[src/rtl/u_dec.sv]
// Streaming unary/thermometer decoder with 2-entry skid buffer on the output.
// Optional saturating invalid-beat counter enabled by defining U_DEC_ERR_CNT_EN.
module u_dec #(
   parameter int W                     = 16,
   parameter bit P_ADMIT_COMPLIMENT_EN = 1'b0,
   localparam int CW                   = $clog2(W + 1)
) (
   input  logic          clk,
   input  logic          rst,
   input  logic          i_valid,
   output logic          o_ready,
   input  logic [W-1:0]  i_x,
   output logic          o_valid,
   input  logic          i_ready,
   output logic [CW-1:0] o_count,
   output logic          o_is_compliment,
`ifdef U_DEC_ERR_CNT_EN
   input  logic          i_err_clr,
   output logic [7:0]    o_err_cnt,
`endif
   output logic          o_err
);

   logic [W-1:0]  x_inv;
   logic          std_ok;
   logic          cmp_ok;
   logic [CW-1:0] pop_std;
   logic [CW-1:0] pop_inv;
   logic [CW-1:0] cls_count;
   logic          cls_cmp;
   logic          cls_err;

   // A thermometer code has no 1 above a 0: x & (x+1) == 0. All-ones is
   // excluded because k is capped at W-1.
   always_comb begin
      x_inv   = ~i_x;
      std_ok  = ((i_x & (i_x + W'(1))) == '0) && (i_x != '1);
      cmp_ok  = P_ADMIT_COMPLIMENT_EN && ((x_inv & (x_inv + W'(1))) == '0) && (x_inv != '1);
      pop_std = '0;
      pop_inv = '0;
      for (int i = 0; i < W; i++) begin
         pop_std = pop_std + CW'(i_x[i]);
         pop_inv = pop_inv + CW'(x_inv[i]);
      end
      cls_count = '0;
      cls_cmp   = 1'b0;
      cls_err   = 1'b0;
      if (std_ok) begin
         cls_count = pop_std;
      end else if (cmp_ok) begin
         cls_count = pop_inv;
         cls_cmp   = 1'b1;
      end else begin
         cls_err   = 1'b1;
      end
   end

   logic          out_vld_q, out_vld_d;
   logic [CW-1:0] out_cnt_q, out_cnt_d;
   logic          out_cmp_q, out_cmp_d;
   logic          out_err_q, out_err_d;
   logic          skd_vld_q, skd_vld_d;
   logic [CW-1:0] skd_cnt_q, skd_cnt_d;
   logic          skd_cmp_q, skd_cmp_d;
   logic          skd_err_q, skd_err_d;
   logic          rdy_q, rdy_d;
   logic          accept;
   logic          emit;

   always_comb begin
      accept    = i_valid & rdy_q;
      emit      = out_vld_q & i_ready;
      out_vld_d = out_vld_q;
      out_cnt_d = out_cnt_q;
      out_cmp_d = out_cmp_q;
      out_err_d = out_err_q;
      skd_vld_d = skd_vld_q;
      skd_cnt_d = skd_cnt_q;
      skd_cmp_d = skd_cmp_q;
      skd_err_d = skd_err_q;

      if (emit && skd_vld_q) begin
         out_cnt_d = skd_cnt_q;
         out_cmp_d = skd_cmp_q;
         out_err_d = skd_err_q;
         skd_vld_d = 1'b0;
      end else if (emit) begin
         out_vld_d = 1'b0;
      end

      // rdy_q is low whenever the skid is full, so accept never collides
      // with a skid-to-output move.
      if (accept) begin
         if (!out_vld_q || emit) begin
            out_vld_d = 1'b1;
            out_cnt_d = cls_count;
            out_cmp_d = cls_cmp;
            out_err_d = cls_err;
         end else begin
            skd_vld_d = 1'b1;
            skd_cnt_d = cls_count;
            skd_cmp_d = cls_cmp;
            skd_err_d = cls_err;
         end
      end
      rdy_d = !skd_vld_d;
   end

   always_ff @(posedge clk) begin
      if (rst) begin
         out_vld_q <= 1'b0;
         out_cnt_q <= '0;
         out_cmp_q <= 1'b0;
         out_err_q <= 1'b0;
         skd_vld_q <= 1'b0;
         skd_cnt_q <= '0;
         skd_cmp_q <= 1'b0;
         skd_err_q <= 1'b0;
         rdy_q     <= 1'b1;
      end else begin
         out_vld_q <= out_vld_d;
         out_cnt_q <= out_cnt_d;
         out_cmp_q <= out_cmp_d;
         out_err_q <= out_err_d;
         skd_vld_q <= skd_vld_d;
         skd_cnt_q <= skd_cnt_d;
         skd_cmp_q <= skd_cmp_d;
         skd_err_q <= skd_err_d;
         rdy_q     <= rdy_d;
      end
   end

   assign o_ready         = rdy_q;
   assign o_valid         = out_vld_q;
   assign o_count         = out_cnt_q;
   assign o_is_compliment = out_cmp_q;
   assign o_err           = out_err_q;

`ifdef U_DEC_ERR_CNT_EN
   logic [7:0] err_cnt_q, err_cnt_d;

   // Clear wins over the old value but still counts a same-cycle invalid beat.
   always_comb begin
      err_cnt_d = err_cnt_q;
      if (i_err_clr) begin
         err_cnt_d = (accept && cls_err) ? 8'd1 : 8'd0;
      end else if (accept && cls_err && (err_cnt_q != 8'hFF)) begin
         err_cnt_d = err_cnt_q + 8'd1;
      end
   end

   always_ff @(posedge clk) begin
      if (rst) err_cnt_q <= '0;
      else     err_cnt_q <= err_cnt_d;
   end

   assign o_err_cnt = err_cnt_q;
`endif

endmodule

[config.mk]
export PLATFORM = sky130hd
export DESIGN_NAME = u_dec
export DESIGN_NICKNAME = d
export VERILOG_FILES = /design/src/rtl/u_dec.sv
export SDC_FILE = /design/constraint.sdc
export NUM_CORES = 1
export LEC_CHECK = 0
export CAP_MARGIN = 20
export CORE_ASPECT_RATIO = 1.25
export CORE_MARGIN = 1
export CORE_UTILIZATION = 50
export DETAILED_ROUTE_END_ITERATION = 16
export PLACE_DENSITY_LB_ADDON = 0.12
export SLEW_MARGIN = 10
export SYNTH_ARGS = -nofsm -noshare
export SYNTH_HDL_FRONTEND = slang
export SYNTH_SLANG_ARGS = --single-unit
export TNS_END_PERCENT = 1
[constraint.sdc]
create_clock -name clk -period 6.5 [get_ports clk]
set_input_delay 1.95 -clock clk [delete_from_list [all_inputs] [get_ports clk]]
set_output_delay 1.95 -clock clk [all_outputs]
set_load 0.01 [all_outputs]
After elaboration in Yosys (flattened, before gate mapping):

Index checks and enable logic that the tools add are counted.
W data, S select, Z words.

* register bits after elaboration: 16

* multiplexer cells: 18
* eq/ne operators: 1
* add/subtract/negate cells: 16
* bitwise logic cells: 4
* reductions and logical operators: 7

Operators with widths (count)
* $add A5 B1 Y5: 11
* $mux W5: 4
* $add A16 B1 Y16 const B: 1
* $and A16 B16 Y16: 1
* $logic_not A16 Y1: 1
* $ne A16 B16 Y1 const B: 1
* $mux W1: 14
* $add A4 B1 Y5: 1
* $add A3 B1 Y4: 1
* $add A2 B1 Y3: 1
* $add A1 B1 Y2: 1
* $and A1 B1 Y1: 2
* $logic_and A1 B1 Y1: 2
* $logic_not A1 Y1: 2
* $reduce_and A2 Y1: 1
* $logic_or A1 B1 Y1: 1
* $not A1 Y1: 1

Depth between registers and ports, before layout:

* depth in word-level cells: 18
* mapped depth: 14
* mapped depth without buffers: 14

Worst setup path before layout:

OpenSTA, ideal clock, no wires.

* path kind: in2reg
* from: input port i_x[0]
* to: register out_cnt_q[3], in the netlist o_count[3]
* cell stages on the path: 12
* slack: 1344 ps
* arrival time: 5081 ps
* path buffers: 0
* library setup time: 75 ps
* path through: inv_1 fa_1 fa_1 fa_1 fa_1 inv_1 ha_1 a21o_1 a21oi_1 xor2_1 or3_1 o22ai_1

* longest elaborated chain between the ends: 18
* elaborated cells between the ends (all ways): 23

RTL lines
* start: declaration: RTL line 12 `input logic [W-1:0] i_x,`
* $add A1 B1 Y2: RTL line 42 `pop_std = pop_std + CW'(i_x[i]);`
* $add A2 B1 Y3: RTL line 42
* $add A3 B1 Y4: RTL line 42
* $add A4 B1 Y5: RTL line 42
* $add A5 B1 Y5 (11 in series): RTL line 42
* $mux W5 *: RTL line 48 `if (std_ok) begin`
* $mux W5 *: RTL line 94 `if (!out_vld_q || emit) begin`
* $mux W5 *: RTL line 93 `if (accept) begin`
* end signal: assignment: RTL line 122 `out_cnt_q <= out_cnt_d;`
* end: declaration: RTL line 59 `logic [CW-1:0] out_cnt_q, out_cnt_d;`

Mark *: on every way between the ends. The rest lies on a longest branch, timed or not.
A chain may end at the register's enable or synchronous reset.

Worst setup path after layout:

Same ends and word-level chain as after synthesis.

==> results.txt <==
Crit end category -> register
Max Cap Viol -> 0
Worst r2r src -> o_ready$_SDFF_PP1_
Seq cells post-synth -> 16
EDFF count, synth -> 0
Slew Limit Fails -> 0
Synthesis-to-finish area growth -> 26.83%
Post-route ant nets -> 0
Seq/Total Area, Yosys -> 25.35%
Placed inst area -> 1567 um2
Synth unique cells -> 35
Met1 Track Usage GR -> 25.44%
Worst EP required -> 6.72 ns
Pwr/cell area -> 205.4 nW/um2
Hold path start -> skd_cnt_q[4]$_SDFFE_PP0P_
Met3 usage -> 1.869%
Mean post-synth cell area -> 8.837 um2
Final Setup Violations -> 0
Clk_skew -> 0.005361 ns
Top-level port count -> 29
Reg2reg path depth -> 4
Hold Path Sink -> skd_cnt_q[4]$_SDFFE_PP0P_
Clk_lat worst skew -> 0.29 ns
Worst Tran Pin Value -> 0.7012 ns
Worst EP arrival -> 5.81 ns
Post-CTS Setup Bufs -> 0
Static leakage -> 0.0007027 uW
Top cells by area, synth -> dfxtp_1, fa_1, inv_1, ha_1, nand3b_1
Ys async rst share -> 0%
CTS max path bufs -> 2
R2r setup slk -> 5.05 ns
Sink Count -> 16
Global route overflow -> 0
Period minus WS final -> 5.585 ns
Final core utilization -> 66.72%
Die area -> 2734 um2
Outcome -> complete, no violations
Initial antenna violation count -> 0
Port Buffers -> 28
Final wirelength -> 2.628 mm
Setup TNS -> 0 ns
Clock-pin slew of the registers on the worst-case setup and hold paths -> 0.09 ns
Synth warn -> 0
Post-Syn Instances -> 143
Vias in the first global route -> 1,013
Layer with the highest usage -> met2
Cell taking the most area after synthesis -> dfxtp_1
Num CTS Buffers -> 3
CP startpoint kind -> input pin
Critical path type -> in -> reg
CTS tree -> built
Via count -> 1,115
DRT iter0 DRCs -> 21
Tcrit/Tclk final -> 85.92%
Post-synth top area share -> 25.35%
CTS Hold Bufs -> 0
Mapped Area -> 1264 um2
Nets -> 210
RSZ-0062 raised after global routing -> false
Inst Count DP -> 201
DP HPWL -> 2.197 mm
Largest net degree at the start of global routing -> 22
Post-Layout Inst Area -> 1603 um2
RD Place Congestion -> 0.8108
Worst slew margin relative to its limit -> 53.11%
Drc violations -> 0
Tot Pwr -> 329.2 uW
R2R Path End -> skd_cnt_q[2]$_SDFFE_PP0P_
Fin cells -> 205
Hold WC Path Type -> reg -> reg
Total GRT Usage -> 22.13%
Peak supply drop -> 0.1235 mV
Syn Nets -> 180
Main flop type after synthesis -> dfxtp_1
Ratio of cells with drive above 1 in the final layout -> 5.233%
FP Rows -> 20
# H-tree levels -> 1
DR WL/cell -> 12.82 um
Core Area -> 2402 um2
Worst hold path depth -> 2
Die width -> 46.97 um
ANT cells -> 0
# resized after CTS -> 0
Pre-antenna DRT Iters -> 4
Die height -> 58.21 um
Hold Violations, Final -> 0
Starting density of the core -> 52.60%
Achievable frequency -> 179.0 MHz
Clock root buffer -> clkbuf_4
GR Util met2 -> 40.28%
Critical Path Fanout Max -> 3
Global-route wire length before repair -> 4.333 mm
Via density per instance -> 5.439
==> layer usage <==
metal  wire length (um)  vias to the layer above
li1                   -                      553
met1               1031                      515
met2               1485                       42
met3                 78                        5
met4                 32                        0
met5                  0                        -
==> flip-flops by register name, indices dropped and copies added (netlist names) <==
register and cells:
o_count 5, o_err 1, o_is_compliment 1, o_ready 1, o_valid 1, skd_cnt_q 5, skd_err_q 1, skd_vld_q 1
==> cell usage in the layout (no fill, tap or decap), drive strengths merged, types with 5 or more instances in the layout <==
cell type      instances
a21oi                  7
clkdlybuf4s50         28
dfxtp                 16
fa                    10
ha                     7
inv                   28
nand3                  6
nand3b                 8
nor2                   8
o21ai                  8
o22ai                  5
==> worst max path at each step <==
stage,startpoint,end,slack [ns]
after CTS,i_x[0],o_count[3]$_SDFF_PP0_,0.88
after global routing,i_x[0],o_count[3]$_SDFF_PP0_,0.76
after global placement,i_x[0],o_count[3]$_SDFF_PP0_,0.66
final,i_x[0],o_count[3]$_SDFF_PP0_,0.91
after detailed placement,i_x[0],o_count[3]$_SDFF_PP0_,0.58
after floorplan,i_x[0],o_count[3]$_SDFF_PP0_,1.34
==> layout make-up <==
cell class,instances,area (um2)
well taps,33,41.29
multi-input cells,96,819.5
flip-flops and latches,16,320.3
inverters,28,105.1
clock buffers,4,36.28
fillers,224,799.5
repair buffers,28,280.3
==> worst max-delay path, cell delays in order <==
cell	delay, ns
clkdlybuf4s50_1	0.53
inv_1	0.10
fa_1	0.57
fa_1	0.45
fa_1	0.45
fa_1	0.52
inv_1	0.07
ha_1	0.29
a21o_1	0.18
a21oi_1	0.17
xor2_1	0.12
or3_1	0.31
o22ai_1	0.12
==> power breakdown <==
group	leakage [uW]	internal, uW	switching (uW)
Clock	0.0000210	34.2	30.9
Combinational	0.000552	74.3	87.8
Sequential	0.000130	100	1.98
Total	0.000703	209	121
==> Yosys cell counts (all sizes together) (2+ instances only) <==
library cell  number
nand4b             2
nand4              3
dfxtp             16
or3                2
nand3              6
xor2               2
o22ai              5
a21o               2
inv               28
o21a               2
nor2               8
nand2b             3
a21oi              7
nand3b             8
clkbuf             2
nand2              4
o21ai              8
mux2i              4
ha                 7
o31ai              2
fa                10
o32ai              2
==> cells by family after synthesis <==
logic type	count (synthesis)	synth area share [%]
buf+inv	31	9.802
simple gates	41	19.70
compound gates	32	17.82
flops	16	25.35
mux	4	3.168
fa+ha+maj	17	22.77
xor+xnor	2	1.386
==> through the flow <==
step | hold WS (ns) | setup WS, ns
floorplan | 0.4529 | 1.344
global placement | 0.4697 | 0.6619
detailed placement | 0.4678 | 0.5829
CTS | 0.4834 | 0.8847
global route | 0.5020 | 0.7639
finish | 0.4816 | 0.9149
(Power assumes the default switching activity.)
==> RTL edit 1: new RTL, same settings <==
The parameter `P_ADMIT_COMPLIMENT_EN` goes from 1'b0 to 1'b1.
--- a/src/rtl/u_dec.sv
+++ b/src/rtl/u_dec.sv
@@ -4,3 +4,3 @@
    parameter int W                     = 16,
-   parameter bit P_ADMIT_COMPLIMENT_EN = 1'b0,
+   parameter bit P_ADMIT_COMPLIMENT_EN = 1'b1,
    localparam int CW                   = $clog2(W + 1)
Check against the original RTL: not equivalent (a bounded check fails within 4 cycles, from zero or initial values and one cycle with rst high).
==> RTL edit 1 against the original RTL <==
- synthesized area rose by 44%
- power rose by 48%
- routed wire length rose by 53%
- sequential cell count rose by 1
- non-clock buffer count rose by 1
- worst setup slack got worse by 0.27 ns
- final area rose by 36%
- sequential share of layout area fell by 4.4 points
- largest cell class unchanged
- highest routed layer unchanged
==> RTL edit 1: results (changes against the original RTL) <==
worstSetupEndpoint: "skd_cnt_q[4]$_SDFFE_PP0P_"
synth-seq-area-share: 0.188  # -0.0659
worst_ir_drop_vdd_mv: 0.253  # +100%
detailedRoute.firstIterationViolations: 50  # +140%
synthCells: 204  # +43%
status: "finished, final reports clean"
postSynthNetCount: 258  # +43%
hpwlAfterDp_microns: 3460  # +57%
globalRouteMet3Util: 0.0168  # -0.00190
worstHoldEndpoint: "skd_cnt_q[3]$_SDFFE_PP0P_"
hold_path.startpoint: "skd_cnt_q[3]$_SDFFE_PP0P_"
post_synth_most_frequent_cells: "inv_1, fa_1, dfxtp_1"
gp_congestion: 0.985  # +21%
yosys.area_share.xor_xnor: 0.0193  # +0.00545
r2r_slack_ns: 4.65  # -0.40 ns
final_layout_size_suffix_gt1_frac: 0.0472  # -0.00512
skew_ns: 0.00340  # -0.00196 ns
met3_length_microns: 111  # +42%
synth_cell_type_count: 39  # +11%
worst_flop_to_flop_path_startpoint: "o_valid$_SDFF_PP0_"
vias: 1531  # +37%
stdcell_count: 272  # +33%
wirelength_met1_microns: 1590  # +54%
post_synth_main_area_contributors: "fa_1, dfxtp_1, ha_1"
path_clk_slew_ns: 0.06  # -0.03 ns
grtUsageMet2: 0.455  # +0.0524
total_leakage_power_nw: 1.01  # +44%
count_of_nets_after_finishing: 288  # +37%
met2_wirelength_microns: 2260  # +52%
r2r.worst_path.cells: 4  # unchanged
insertion_delay_ns: 0.25  # -0.04 ns
global_route.usage.met1: 0.249  # -0.00565
place_worst_setup_slack_ns: 0.349  # -0.234 ns
grt_usage: 0.225  # +0.00416
timing.critical_path.fanout_max: 7  # +4
post_drt_wl_per_cell_microns: 14.8  # +15%
reg_to_reg_critical_path_endpoint: "skd_cmp_q$_SDFFE_PP0P_"
pin_count_of_the_biggest_net_entering_global_routing: 18  # -18%
maxSlewHeadroom: 0.392  # -0.139
synth_compound_area_frac: 0.190  # +0.0121
worst_ep_arrival_time_ns: 6.00  # +0.19 ns
==> RTL edit 1: final cells by class <==
class / count / area [sq um]
well taps: 39 / 48.8
repair buffers: 29 / 288
inverters: 41 / 154
fillers: 332 / 1300
clock buffers: 4 / 45.0
multi-input cells: 142 / 1310
flip-flops and latches: 17 / 340
==> RTL edit 1: worst max-delay path, stage by stage <==
cell             delay (ns)
clkdlybuf4s50_1        0.64
inv_1                  0.17
fa_1                   0.59
fa_1                   0.46
fa_1                   0.54
fa_1                   0.41
inv_1                  0.07
ha_1                   0.15
inv_1                  0.06
fa_1                   0.42
inv_1                  0.07
a21o_1                 0.11
a32oi_1                0.12
a211oi_1               0.23
==> RTL edit 1: power by group <==
| part | internal (mW) | switching, mW |
|---|---|---|
| sequential | 0.110 | 0.00367 |
| clock | 0.0434 | 0.0331 |
| combinational | 0.143 | 0.155 |
| total | 0.297 | 0.192 |
==> RTL edit 2: new RTL, same settings <==
Made on the original files. Register the output `o_count` once more; this adds one clock of latency there. The other outputs are not delayed to match.
--- a/src/rtl/u_dec.sv
+++ b/src/rtl/u_dec.sv
@@ -134,3 +134,5 @@
    assign o_valid         = out_vld_q;
-   assign o_count         = out_cnt_q;
+   always_ff @(posedge clk) begin
+      o_count <= out_cnt_q;
+   end
    assign o_is_compliment = out_cmp_q;
Formal check against the unedited RTL: not equivalent (Yosys sat finds a counterexample within 4 cycles, from zero or initial values and one cycle with rst high).
==> RTL edit 2 against the original RTL <==
- power up 5.5%
- sequential cell count up 5
- largest power group unchanged
- routed wire length up 7.8%
- clock skew up 0.0013 ns
- synthesized area up 8.1%
- synthesized cell count up 4.2%
- first-iteration DRC count up 76%
- largest cell class unchanged
- final area up 6.0%
- via count up 8.2%
- worst setup slack worse by 0.22 ns
- non-clock buffer count unchanged
==> RTL edit 2: results (changes against the original RTL) <==
total_leakage_power_nw: 0.718  # +2.2%
worstHoldEndpoint: "o_count[0]$_DFF_P_"
path_clk_slew_ns: 0.11  # +0.02 ns
totalPowerFinal_mw: 0.347  # +5.5%
whs_ns: 0.355  # -0.127 ns
post_synth_most_frequent_cells: "inv_1, dfxtp_1, nand2_1"
clkPwrFrac: 0.178  # -0.020
vias: 1206  # +8.2%
r2r_slack_ns: 5.10  # +0.05 ns
worst_ir_drop_vdd_mv: 0.139  # +12%
timing.critical_path.fanout_max: 4  # +1
multi_input_logic_cell_count: 99  # +3.1%
synthCells: 149  # +4.2%
worst_flop_to_flop_path_startpoint: "o_valid$_SDFF_PP0_"
count_of_nets_after_finishing: 217  # +3.3%
final_layout_size_suffix_gt1_frac: 0.0894  # +0.0371
hold_path.startpoint: "out_cnt_q[0]$_SDFF_PP0_"
min_delay_path_depth: 0  # -2
grt_usage: 0.212  # -0.00895
clock_sinks: 21  # +5
multi_input_area_share: 0.488  # -0.0231
reg_to_reg_critical_path_endpoint: "out_cnt_q[3]$_SDFF_PP0_"
maxSlewHeadroom: 0.655  # +0.124
detailedRoute.firstIterationViolations: 37  # +76%
place_worst_setup_slack_ns: 0.366  # -0.217 ns
skew_ns: 0.00667  # +0.00131 ns
status: "finished, final reports clean"
pin_count_of_the_biggest_net_entering_global_routing: 13  # -41%
synth_cell_type_count: 39  # +11%
inverters_excl_clock: 27  # -3.6%
RTL edit 2: cell types whose count changed after synthesis, sizes merged, moves of 4 or more:
cell	unedited run	this run
o31ai	2	9
dfxtp	16	21
nand3b	8	1
mux2	0	5
nand2	4	14
o22ai	5	0
mux2i	4	0
nor2	8	1
RTL edit 2: logic make-up (layout without fill, tap and decap cells):
family,after synthesis,in the layout,share of synthesized area
adder cells (fa/ha/maj),17,17,0.211
buffers and inverters,29,59,0.0852
AO/OA/AOI/OAI,35,35,0.184
flip-flops,21,21,0.308
multiplexers,5,5,0.0412
XOR/XNOR,2,2,0.0128
AND/OR/NAND/NOR,40,40,0.158
RTL edit 2: metal layers:
metal  share of wire  track usage  vias up
li1                -            -      582
met1            0.39        0.202      568
met2            0.52        0.419       41
met3           0.030       0.0201       15
met4           0.059        0.181        0
met5               0            0        -
